`src/rtl/jpeg_byte_stuffer.sv`:
```
// JPEG entropy-stream byte stuffer: serialises packed code words MSB byte first,
// inserts 0x00 after every 0xFF data byte and optionally appends the EOI marker.
module jpeg_byte_stuffer #(
    parameter int WORD_W   = 32,
    parameter bit EMIT_EOI = 1'b1,
    localparam int NB = WORD_W / 8,
    localparam int BW = $clog2(NB + 1)
) (
    input  logic              clk,
    input  logic              rst_n,
    input  logic              in_valid,
    output logic              in_ready,
    input  logic [WORD_W-1:0] in_data,
    input  logic              in_sop,
    input  logic              in_eop,
    input  logic [BW-1:0]     in_bytes,
    output logic              out_valid,
    input  logic              out_ready,
    output logic [7:0]        out_data,
    output logic              out_sop,
    output logic              out_eop,
    output logic [15:0]       stuff_count
);

    // One spare bit so idx+2 never wraps when NB+1 is a power of two
    localparam int IW = BW + 1;

    localparam logic [2:0] S_IDLE   = 3'd0;
    localparam logic [2:0] S_DATA   = 3'd1;
    localparam logic [2:0] S_STUFF  = 3'd2;
    localparam logic [2:0] S_EOI_FF = 3'd3;
    localparam logic [2:0] S_EOI_D9 = 3'd4;

    logic [2:0]        state_q, state_d;
    logic [WORD_W-1:0] word_q, word_d;
    logic              eop_q, eop_d;
    logic [IW-1:0]     limit_q, limit_d;
    logic [IW-1:0]     idx_q, idx_d;
    logic              out_valid_q, out_valid_d;
    logic [7:0]        out_data_q, out_data_d;
    logic              out_sop_q, out_sop_d;
    logic              out_eop_q, out_eop_d;
    logic [15:0]       stuff_count_q, stuff_count_d;

    logic              adv;
    logic              do_next;
    logic [IW-1:0]     nxt_idx;
    logic [7:0]        nxt_byte;
    logic              has_next;
    logic [IW-1:0]     lim_in;

    function automatic logic [7:0] byte_at(input logic [WORD_W-1:0] w, input logic [IW-1:0] i);
        logic [WORD_W-1:0] s;
        s = w << (8 * i);
        return s[WORD_W-1 -: 8];
    endfunction

    function automatic logic [15:0] sat_inc(input logic [15:0] v);
        return (v == 16'hFFFF) ? v : v + 16'd1;
    endfunction

    // Byte count of a word; zero or out-of-range counts mean a full word
    function automatic logic [IW-1:0] word_limit(input logic eop, input logic [BW-1:0] nbytes);
        if (!eop || nbytes == '0 || int'(nbytes) > NB)
            return IW'(NB);
        return {1'b0, nbytes};
    endfunction

    assign adv      = out_valid_q & out_ready;
    assign nxt_idx  = idx_q + 1'b1;
    assign nxt_byte = byte_at(word_q, nxt_idx);
    assign has_next = (nxt_idx < limit_q);
    assign lim_in   = word_limit(in_eop, in_bytes);

    always_comb begin
        state_d       = state_q;
        word_d        = word_q;
        eop_d         = eop_q;
        limit_d       = limit_q;
        idx_d         = idx_q;
        out_valid_d   = out_valid_q;
        out_data_d    = out_data_q;
        out_sop_d     = out_sop_q;
        out_eop_d     = out_eop_q;
        stuff_count_d = stuff_count_q;
        do_next       = 1'b0;

        case (state_q)
            S_IDLE: begin
                if (in_valid) begin
                    word_d      = in_data;
                    eop_d       = in_eop;
                    limit_d     = lim_in;
                    idx_d       = '0;
                    state_d     = S_DATA;
                    out_valid_d = 1'b1;
                    out_data_d  = in_data[WORD_W-1 -: 8];
                    out_sop_d   = in_sop;
                    out_eop_d   = !EMIT_EOI && in_eop && (lim_in == IW'(1)) &&
                                  (in_data[WORD_W-1 -: 8] != 8'hFF);
                    if (in_sop)
                        stuff_count_d = '0;
                end
            end
            S_DATA: begin
                if (adv) begin
                    out_sop_d = 1'b0;
                    if (out_data_q == 8'hFF) begin
                        state_d       = S_STUFF;
                        out_data_d    = 8'h00;
                        stuff_count_d = sat_inc(stuff_count_q);
                        out_eop_d     = !EMIT_EOI && eop_q && !has_next;
                    end else begin
                        do_next = 1'b1;
                    end
                end
            end
            S_STUFF: begin
                if (adv) begin
                    out_sop_d = 1'b0;
                    do_next   = 1'b1;
                end
            end
            S_EOI_FF: begin
                if (adv) begin
                    state_d    = S_EOI_D9;
                    out_data_d = 8'hD9;
                    out_sop_d  = 1'b0;
                    out_eop_d  = 1'b1;
                end
            end
            S_EOI_D9: begin
                if (adv) begin
                    state_d     = S_IDLE;
                    out_valid_d = 1'b0;
                    out_eop_d   = 1'b0;
                end
            end
            default: begin
                state_d     = S_IDLE;
                out_valid_d = 1'b0;
            end
        endcase

        // Shared "next data byte / EOI / done" step after a non-0xFF byte or a stuff byte
        if (do_next) begin
            if (has_next) begin
                state_d    = S_DATA;
                idx_d      = nxt_idx;
                out_data_d = nxt_byte;
                out_eop_d  = !EMIT_EOI && eop_q && (nxt_idx + 1'b1 >= limit_q) &&
                             (nxt_byte != 8'hFF);
            end else if (eop_q && EMIT_EOI) begin
                state_d    = S_EOI_FF;
                out_data_d = 8'hFF;
                out_eop_d  = 1'b0;
            end else begin
                state_d     = S_IDLE;
                out_valid_d = 1'b0;
                out_eop_d   = 1'b0;
            end
        end
    end

    always_ff @(posedge clk or negedge rst_n) begin
        if (!rst_n) begin
            state_q       <= S_IDLE;
            word_q        <= '0;
            eop_q         <= 1'b0;
            limit_q       <= '0;
            idx_q         <= '0;
            out_valid_q   <= 1'b0;
            out_data_q    <= 8'h00;
            out_sop_q     <= 1'b0;
            out_eop_q     <= 1'b0;
            stuff_count_q <= '0;
        end else begin
            state_q       <= state_d;
            word_q        <= word_d;
            eop_q         <= eop_d;
            limit_q       <= limit_d;
            idx_q         <= idx_d;
            out_valid_q   <= out_valid_d;
            out_data_q    <= out_data_d;
            out_sop_q     <= out_sop_d;
            out_eop_q     <= out_eop_d;
            stuff_count_q <= stuff_count_d;
        end
    end

    assign in_ready    = (state_q == S_IDLE);
    assign out_valid   = out_valid_q;
    assign out_data    = out_data_q;
    assign out_sop     = out_sop_q;
    assign out_eop     = out_eop_q;
    assign stuff_count = stuff_count_q;

endmodule
```
`config.mk`:
```
export PLATFORM = sky130hd
export DESIGN_NAME = jpeg_byte_stuffer
export DESIGN_NICKNAME = d
export VERILOG_FILES = /design/src/rtl/jpeg_byte_stuffer.sv
export SDC_FILE = /design/constraint.sdc
export NUM_CORES = 1
export LEC_CHECK = 0
export ABC_CLOCK_PERIOD_IN_PS = 7600
export CAP_MARGIN = 20
export CELL_PAD_IN_SITES_DETAIL_PLACEMENT = 1
export CELL_PAD_IN_SITES_GLOBAL_PLACEMENT = 2
export CORE_UTILIZATION = 34
export DETAILED_ROUTE_END_ITERATION = 8
export PLACE_DENSITY_LB_ADDON = 0.25
export SLEW_MARGIN = 10
export SYNTH_ARGS = -nofsm -noshare
export SYNTH_HDL_FRONTEND = slang
export SYNTH_SLANG_ARGS = --single-unit
```
`constraint.sdc`:
```
create_clock -name clk -period 7.6 [get_ports clk]
set_clock_uncertainty 0.15 [all_clocks]
set_input_delay 1.52 -clock clk [delete_from_list [all_inputs] [get_ports clk]]
set_output_delay 1.52 -clock clk [all_outputs]
set_load 0.03 [all_outputs]
```
==> results of run 1 <==
[per-layer routing]
| layer | wire, um | track usage, % | share of wire (%) |
|---|---|---|---|
| met2 | 4600 | 30.1 | 47 |
| met4 | 103 | 5.65 | 1.0 |
| met1 | 4840 | 27.6 | 49 |
| met3 | 274 | 4.08 | 2.8 |
| met5 | 0 | 0 | 0 |
[registers in the layout, summed over array words and instances, names as in the netlist]
| register | count |
|---|---|
| out_eop | 1 |
| state_q | 3 |
| out_sop | 1 |
| eop_q | 1 |
| stuff_count | 16 |
| out_valid | 1 |
| out_data | 8 |
| idx_q | 4 |
| limit_q | 3 |
| word_q | 32 |
[final cells by class]
cell class	instances	area share [%]
multi-input cells	302	38.0
flip-flops and latches	70	37.2
repair buffers	72	15.0
well taps	136	3.61
clock inverters	6	2.84
clock buffers	10	2.71
inverters	9	0.717
[kinds of logic after synthesis]
family                   Yosys count  synth area share, %
flip-flops                        70                 47.9
buffers and inverters             28                 3.25
multiplexers                      11                 5.82
adder cells (fa/ha/maj)            4                 1.37
XOR/XNOR                           2                0.479
AO/OA/AOI/OAI                     85                 16.3
AND/OR/NAND/NOR                  200                 24.9
[how the worst max path moves through the flow]
| stage | startpoint | endpoint | slack [ns] | cells after the start |
|---|---|---|---|---|
| after global routing | state_q[1] | in_ready | 3.73 | 3 |
| after detailed placement | in_valid | out_data[1] | 3.67 | 6 |
| after CTS | state_q[1] | in_ready | 3.83 | 3 |
| after floorplan | in_valid | word_q[10] | 4.61 | 6 |
| after global placement | in_valid | out_data[2] | 3.73 | 6 |
| final | state_q[1] | in_ready | 3.86 | 3 |
[stage by stage]
step / area [um^2] / setup slack [ns] / power (uW) / util, % / std cells
final: 4710 / 3.86 / 1790 / 45.4 / 605
after global routing: 4710 / 3.73 / 1940 / 45.4 / 605
after detailed placement: 4450 / 3.67 / 1410 / 42.9 / 589
after floorplan: 3650 / 4.61 / 1140 / - / 400
after CTS: 4710 / 3.83 / 1810 / 45.4 / 605
after global placement: 4450 / 3.73 / 1370 / 42.9 / 589
[cells in the mapped netlist (all sizes together) (2+ instances only)]
cell    count  area [um^2]
a21oi       5         25.0
or4         3         26.3
nor3        7         46.3
a21boi      5         37.5
nor4        5         37.5
o31ai      26          209
clkbuf     11         41.3
o21ai      19         95.1
a31oi       5         31.3
a211oi      2         15.0
nor2       17         63.8
and3        3         18.8
mux4        8          180
mux2        2         22.5
dfrtp      70         1750
o21bai      2         15.0
nand4       4         25.0
nand4b      2         17.5
nand2b     13         81.3
and2        2         12.5
a22oi       6         45.0
a32oi       3         26.3
or2         3         18.8
nand3      12         65.1
buf         8         43.8
a21o        2         15.0
nand2     126          473
ha          4         50.1
o211ai      4         30.0
inv         9         33.8
[critical path, cell delays in order, from the launching register on]
cell and delay [ns]:
dfrtp_1 0.57, or2_2 0.39, nor2_1 0.10, clkdlybuf4s50_1 0.67
[report_power, final]
part / switching, uW / internal [uW]
Clock: 145 / 251
Combinational: 434 / 322
Sequential: 126 / 508
==> flow_summary.yaml, run 1 <==
timing:
  worstMarginPinSlew_ns: 0.923
  fin_crit_ns: 3.74
  max_slew_margin_pct: 38.5
  setup_violations: 0
  finalSetupTns_ns: 0
  fin_crit_sh_pct: 49.2
  finalHoldViolCount: 0
  hold_ws_ns: 0.328
  fmax_mhz: 267
  rsz0062_at_grt: "no"
  drv_slew: 0
yosys:
  yosysWarnings: 0
  synthDistinctLibCells: 50
  syn_area_um2: 3650
  synth_cells: 400
  dominantRegCellSynth: "dfrtp_1"
  syn_nets: 445
  ys_seq_area_share_pct: 47.9
  ys_seq_elements: 70
  synthArstFlopShare_pct: 100
  synth_edf_count: 0
  syn_area_per_cell_um2: 9.14
worst_setup_path:
  critPathKind: "register to output port"
  r2r_slack_ns: 4.23
  start_kind: "register"
  r2r_cells: 7
  r2r_start: "idx_q[0]"
  arrival_ns: 2.07
  cp-end-kind: "output port"
  path_max_fanout: 15
  r2r-end: "out_data[6]"
  cp_data_required_time_ns: 5.93
status:
  status: "complete, no violations"
clock_network:
  cts_tree: "done"
  cts.clk_slew.worst_paths_ns: 0.08
  cts_buffers: 9
  cts_hold_buf: 0
  htreeDepth: 3
  clock_latency_ns: 0.35
  clock-sinks: 70
  cts_resized: 0
  clock-root-buffer: "clkbuf_8"
  post_cts_buffers: 0
  cts.path.max_buffers: 2
global_route:
  grt_usage_pct: 19.5
  gr-total-overflow: 0
  antenna_found_initial: 0
  grt_pass1_wl_um: 17100
  grt_pass1_vias: 3309
  grt_max_degree: 71
cells_and_area:
  nets: 509
  multiInputGateArea_um2: 1790
  regArea_um2: 1750
  diodes: 0
  drive_gt1_share_pct: 8.74
  nFillCells: 1234
  final_common_cell: "nand2_1"
  synthToLayoutAreaGrowth_pct: 28.9
  final_cell_mix: "nand2_1 (126), dfrtp_1 (70), clkdlybuf4s50_1 (67), o31ai_1 (25)"
hold_path:
  min_path_type: "register to register"
  holdPathEnd: "word_q[20]"
  worstHoldPathCells: 2
  worstHoldStart: "word_q[20]"
die:
  start_util_pct: 35.2
  die_x_um: 106
  die_h_um: 106
  num_io_pins: 69
  core-area_um2: 10400
  die_area_um2: 11200
  fp-row-count: 37
placement:
  place.gp.congestion: 0.749
  hpwl_um: 7030
  port_buffers: 68
drt:
  drt_iter0_markers: 135
  via_count: 3152
  routed_wl_um: 9810
  drc: 0
  antenna_left: 0
  first_pass_iters: 4
  avgRoutedWirePerCell_um: 16.2
  via_per_inst: 5.21
flow_run:
  timing.max_cap.violations: 0
power:
  powerDensity_nw_per_um2: 379
  max-vdd-ir-drop_mv: 0.130
  power_leakage_uw: 0.00205
No activity file was read; power rests on OpenSTA's default activity.
==> run 2, diff against run 1 <==
--- a/config.mk
+++ b/config.mk
@@ -5,11 +5,11 @@
 export SDC_FILE = /design/constraint.sdc
 export NUM_CORES = 1
 export LEC_CHECK = 0
-export ABC_CLOCK_PERIOD_IN_PS = 7600
+export ABC_CLOCK_PERIOD_IN_PS = 3330
 export CAP_MARGIN = 20
 export CELL_PAD_IN_SITES_DETAIL_PLACEMENT = 1
 export CELL_PAD_IN_SITES_GLOBAL_PLACEMENT = 2
-export CORE_UTILIZATION = 34
+export CORE_UTILIZATION = 29
 export DETAILED_ROUTE_END_ITERATION = 8
 export PLACE_DENSITY_LB_ADDON = 0.25
 export SLEW_MARGIN = 10
==> constraint.sdc (replaced) <==
create_clock -name clk -period 3.33 [get_ports clk]
set_clock_uncertainty 0.15 [all_clocks]
set_input_delay 0.666 -clock clk [delete_from_list [all_inputs] [get_ports clk]]
set_output_delay 0.666 -clock clk [all_outputs]
set_load 0.03 [all_outputs]
==> flow_summary.yaml, run 2 (synthesis results as in run 1) <==
die:
  start_util_pct: 30.1
  die_area_um2: 13100
  core-area_um2: 12200
  die_x_um: 114
  num_io_pins: 69
  fp-row-count: 40
  die_h_um: 114
placement:
  port_buffers: 68
  place.gp.congestion: 0.762
  post-place-ws_ns: 0.418
  hpwl_um: 7270
drt:
  drt_iter0_markers: 137
  antenna_left: 0
  routed_wl_um: 10400
  via_count: 3210
  first_pass_iters: 4
  via_per_inst: 4.99
  drc: 0
  avgRoutedWirePerCell_um: 16.2
clock_network:
  clock-root-buffer: "clkbuf_16"
  cts_buffers: 9
  cts_hold_buf: 0
  htreeDepth: 3
  clock_latency_ns: 0.33
  cts_tree: "done"
  cts.path.max_buffers: 2
  cts_resized: 0
  post_cts_buffers: 0
  cts.clk_slew.worst_paths_ns: 0.06
  clock-sinks: 70
cells_and_area:
  nFillCells: 1403
  top_register: "word_q"
  drive_gt1_share_pct: 10.1
  multiInputGateArea_um2: 1790
  diodes: 0
  regArea_um2: 1750
  synthToLayoutAreaGrowth_pct: 33.6
  nets: 515
  final_cell_mix: "nand2_1 (126), dfrtp_1 (70), clkdlybuf4s50_1 (67), o31ai_1 (25)"
  final_common_cell: "nand2_1"
  largest_reg_flops: 32
worst_setup_path:
  r2r_slack_ns: 0.48
  critPathKind: "register to output port"
  cp_data_required_time_ns: 2.51
  cp-end-kind: "output port"
  cp_slowest_cell: "clkdlybuf4s50_1"
  start_kind: "register"
  path_max_fanout: 15
  critical_path.cell_chain: "or2_2, nor2_1, clkdlybuf4s50_1"
  max_stage_delay_ns: 0.67
  arrival_ns: 2.07
global_route:
  gr-total-overflow: 0
  grt_usage_pct: 16.9
  grt_max_degree: 71
  grt_pass1_vias: 3324
  grt_pass1_wl_um: 17200
  antenna_found_initial: 0
status:
  status: "complete, no violations"
power:
  max-vdd-ir-drop_mv: 0.351
  power_leakage_uw: 0.00212
  p_total_uw: 4270
  powerDensity_nw_per_um2: 875
timing:
  finalHoldViolCount: 0
  hold_ws_ns: 0.216
  finalSetupTns_ns: 0
  setup_violations: 0
  finalWorstSetupSlack_ns: 0.447
  rsz0062_at_grt: "no"
  max_slew_margin_pct: 50.3
  drv_slew: 0
  fin_crit_sh_pct: 86.6
  fmax_mhz: 347
  worstMarginPinSlew_ns: 0.742
  fin_crit_ns: 2.88
flow_run:
  timing.max_cap.violations: 0
hold_path:
  min_path_type: "input port to asynchronous set/reset pin"
-- run 2: cell count changes in the layout (fill, tap and decap cells not counted), sizes merged --
cell,delta
buf,+6
clkinvlp,+1
clkbuf,+1
bufinv,-2
-- run 2: worst paths after layout --
path,from,depth (start not counted),end
setup reg to reg,idx_q[1],9,out_data[6]
setup / recovery,state_q[1],3,in_ready
hold reg to reg,word_q[19],2,word_q[19]
min in group clk,word_q[19],2,word_q[19]
hold / removal,rst_n,2,limit_q[2]
max in group asynchronous,rst_n,2,out_data[1]
-- run 2: layout make-up --
class / count / area share [%]
Timing Repair Buffer: 78 / 15.6
Tap cell: 168 / 4.31
Inverter: 9 / 0.692
Clock buffer: 11 / 5.18
Sequential cell: 70 / 35.9
Multi-Input combinational cell: 302 / 36.6
Clock inverter: 5 / 1.67
-- run 2: per-stage QoR --
| stage | cell area (um^2) | utilization, % | cells |
|---|---|---|---|
| global placement | 4550 | 37.4 | 627 |
| detailed placement | 4550 | 37.4 | 627 |
| CTS | 4880 | 40.1 | 643 |
| floorplan | 3650 | - | 400 |
| global route | 4880 | 40.1 | 643 |
| finish | 4880 | 40.1 | 643 |
-- run 2: critical path: cells and delay by family (launching register included) --
kind / cells / cell delay (ns)
flip-flops: 1 / 0.56
AND/OR/NAND/NOR: 2 / 0.50
buffers and inverters: 1 / 0.67
-- run 2: per-layer routing --
| layer | up-vias | track usage (%) | part of all wire, % |
|---|---|---|---|
| li1 | 1561 | - | - |
| met1 | 1584 | 21.9 | 47 |
| met2 | 57 | 28.9 | 49 |
| met3 | 8 | 3.18 | 3.0 |
| met4 | 0 | 4.94 | 0.97 |
| met5 | - | 0 | 0 |
-- run 2: power breakdown --
part | internal [uW] | switching [uW] | total, uW
clock network | 696 | 368 | 1060
registers | 1160 | 260 | 1420
logic | 759 | 1030 | 1790
==> run 3, diff against run 2 <==
--- a/config.mk
+++ b/config.mk
@@ -5,11 +5,11 @@
 export SDC_FILE = /design/constraint.sdc
 export NUM_CORES = 1
 export LEC_CHECK = 0
-export ABC_CLOCK_PERIOD_IN_PS = 3330
+export ABC_CLOCK_PERIOD_IN_PS = 3600
 export CAP_MARGIN = 20
 export CELL_PAD_IN_SITES_DETAIL_PLACEMENT = 1
 export CELL_PAD_IN_SITES_GLOBAL_PLACEMENT = 2
-export CORE_UTILIZATION = 29
+export CORE_UTILIZATION = 34
 export DETAILED_ROUTE_END_ITERATION = 8
 export PLACE_DENSITY_LB_ADDON = 0.25
 export SLEW_MARGIN = 10
==> constraint.sdc (replaced) <==
create_clock -name clk -period 3.6 [get_ports clk]
set_clock_uncertainty 0.15 [all_clocks]
set_input_delay 0.72 -clock clk [delete_from_list [all_inputs] [get_ports clk]]
set_output_delay 0.72 -clock clk [all_outputs]
set_load 0.03 [all_outputs]
==> flow_summary.yaml, run 3 (synthesis results as in run 1) <==
hold_path:
  min_path_type: "register to register"
  worstHoldStart: "word_q[12]"
  holdPathEnd: "word_q[12]"
  worstHoldPathCells: 2
die:
  die_area_um2: 11200
  fp-row-count: 37
  core-area_um2: 10400
  die_x_um: 106
  num_io_pins: 69
  die_h_um: 106
  start_util_pct: 35.2
power:
  power_leakage_uw: 0.00204
  seqPwrFrac_pct: 36.9
  p_sw_uw: 1480
  p_int_uw: 2100
  powerDensity_nw_per_um2: 768
  clockPowerShare_pct: 17.5
  switching_share_pct: 41.3
  max-vdd-ir-drop_mv: 0.432
  p_total_uw: 3590
  comb_power_share_pct: 45.6
cells_and_area:
  drive_gt1_share_pct: 9.32
  nets: 513
  largest_reg_flops: 32
  synthToLayoutAreaGrowth_pct: 27.8
  top_register: "word_q"
  final_common_cell: "nand2_1"
  final_util_pct: 45.0
  diodes: 0
  final_cell_mix: "nand2_1 (126), dfrtp_1 (70), clkdlybuf4s50_1 (67), o31ai_1 (25)"
worst_setup_path:
  cp-end-kind: "output port"
  r2r_cells: 9
  critPathKind: "register to output port"
  arrival_ns: 2.06
  max_stage_delay_ns: 0.67
  path_buf_inv: 1
  path_max_fanout: 15
  critical_path.cell_chain: "or2_2, nor2_1, clkdlybuf4s50_1"
  cp_data_required_time_ns: 2.73
  r2r_slack_ns: 0.80
  start_kind: "register"
  critPathTopFamily: "buffers and inverters"
  r2r_start: "idx_q[1]"
  r2r-end: "out_data[6]"
  cp_slowest_cell: "clkdlybuf4s50_1"
clock_network:
  cts_hold_buf: 0
  cts_tree: "done"
  cts.clk_slew.worst_paths_ns: 0.07
  clock_latency_ns: 0.34
  cts_resized: 0
  clock-root-buffer: "clkbuf_8"
  cts.path.max_buffers: 2
  clock-sinks: 70
  cts_buffers: 9
  htreeDepth: 3
  post_cts_buffers: 0
global_route:
  met3_usage_pct: 2.60
  grt_usage_pct: 19.0
  gr-total-overflow: 0
  use_met2_pct: 31.7
  grt_pass1_vias: 3380
  antenna_found_initial: 0
  grt_most_used_layer: "met2"
  grt_use_met1_pct: 25.7
  grt_pass1_wl_um: 16900
  grt_max_degree: 71
timing:
  fmax_mhz: 342
  finalSetupTns_ns: 0
  finalWorstSetupSlack_ns: 0.674
  finalHoldViolCount: 0
  drv_slew: 0
  worstMarginPinSlew_ns: 0.928
  setup_violations: 0
  fin_crit_sh_pct: 81.3
  max_slew_margin_pct: 38.1
  rsz0062_at_grt: "no"
  fin_crit_ns: 2.93
flow_run:
  timing.max_cap.violations: 0
drt:
  avgRoutedWirePerCell_um: 16.3
  via_count: 3193
  routed_wl_um: 9890
  first_pass_iters: 4
  drt_iter0_markers: 95
  drc: 0
  antenna_left: 0
  via_per_inst: 5.25
placement:
  hpwl_um: 7140
  port_buffers: 68
  place.gp.congestion: 0.775
  post-place-ws_ns: 0.633
status:
  status: "complete, no violations"
-- run 3: tightest hold or removal path: stages (launching register included) --
cell and delay, ns:
dfrtp_1 0.34, nand2_1 0.05, nand2_1 0.05
-- run 3: worst max path at each step --
stage | from | endpoint | depth (start not counted)
detailed placement | in_valid | idx_q[2] | 4
floorplan | stuff_count[0] | stuff_count[15] | 6
finish | state_q[1] | in_ready | 3
global route | idx_q[1] | out_data[6] | 9
CTS | state_q[1] | in_ready | 3
global placement | in_valid | idx_q[2] | 4
-- run 3: power groups by stage --
stage	registers [uW]	logic (uW)	clock network, uW
2_1_floorplan	1360	1050	0
3_3_place_gp	1320	1610	0
3_5_place_dp	1340	1650	0
4_1_cts	1330	1660	643
5_1_grt	1370	1840	673
6_report	1320	1640	628
-- run 3: routing by layer --
layer,vias to the layer above,routed length (um)
li1,1552,-
met1,1580,4700
met2,51,4830
met3,10,245
met4,0,109
met5,-,0
-- run 3: cell type report --
type / instances / area (um^2)
fill: 1232 / 5700
multi-input combinational: 302 / 1790
sequential: 70 / 1750
timing repair buffer: 76 / 736
tap: 136 / 170
clock buffer: 11 / 141
clock inverter: 4 / 47.5
inverter: 9 / 33.8
-- run 3: stage by stage --
stage	area (um^2)	hold WS (ns)	cells
floorplan	3650	0.274	400
global placement	4480	0.304	593
detailed placement	4480	0.312	593
CTS	4670	0.330	608
global route	4670	0.361	608
finish	4670	0.331	608
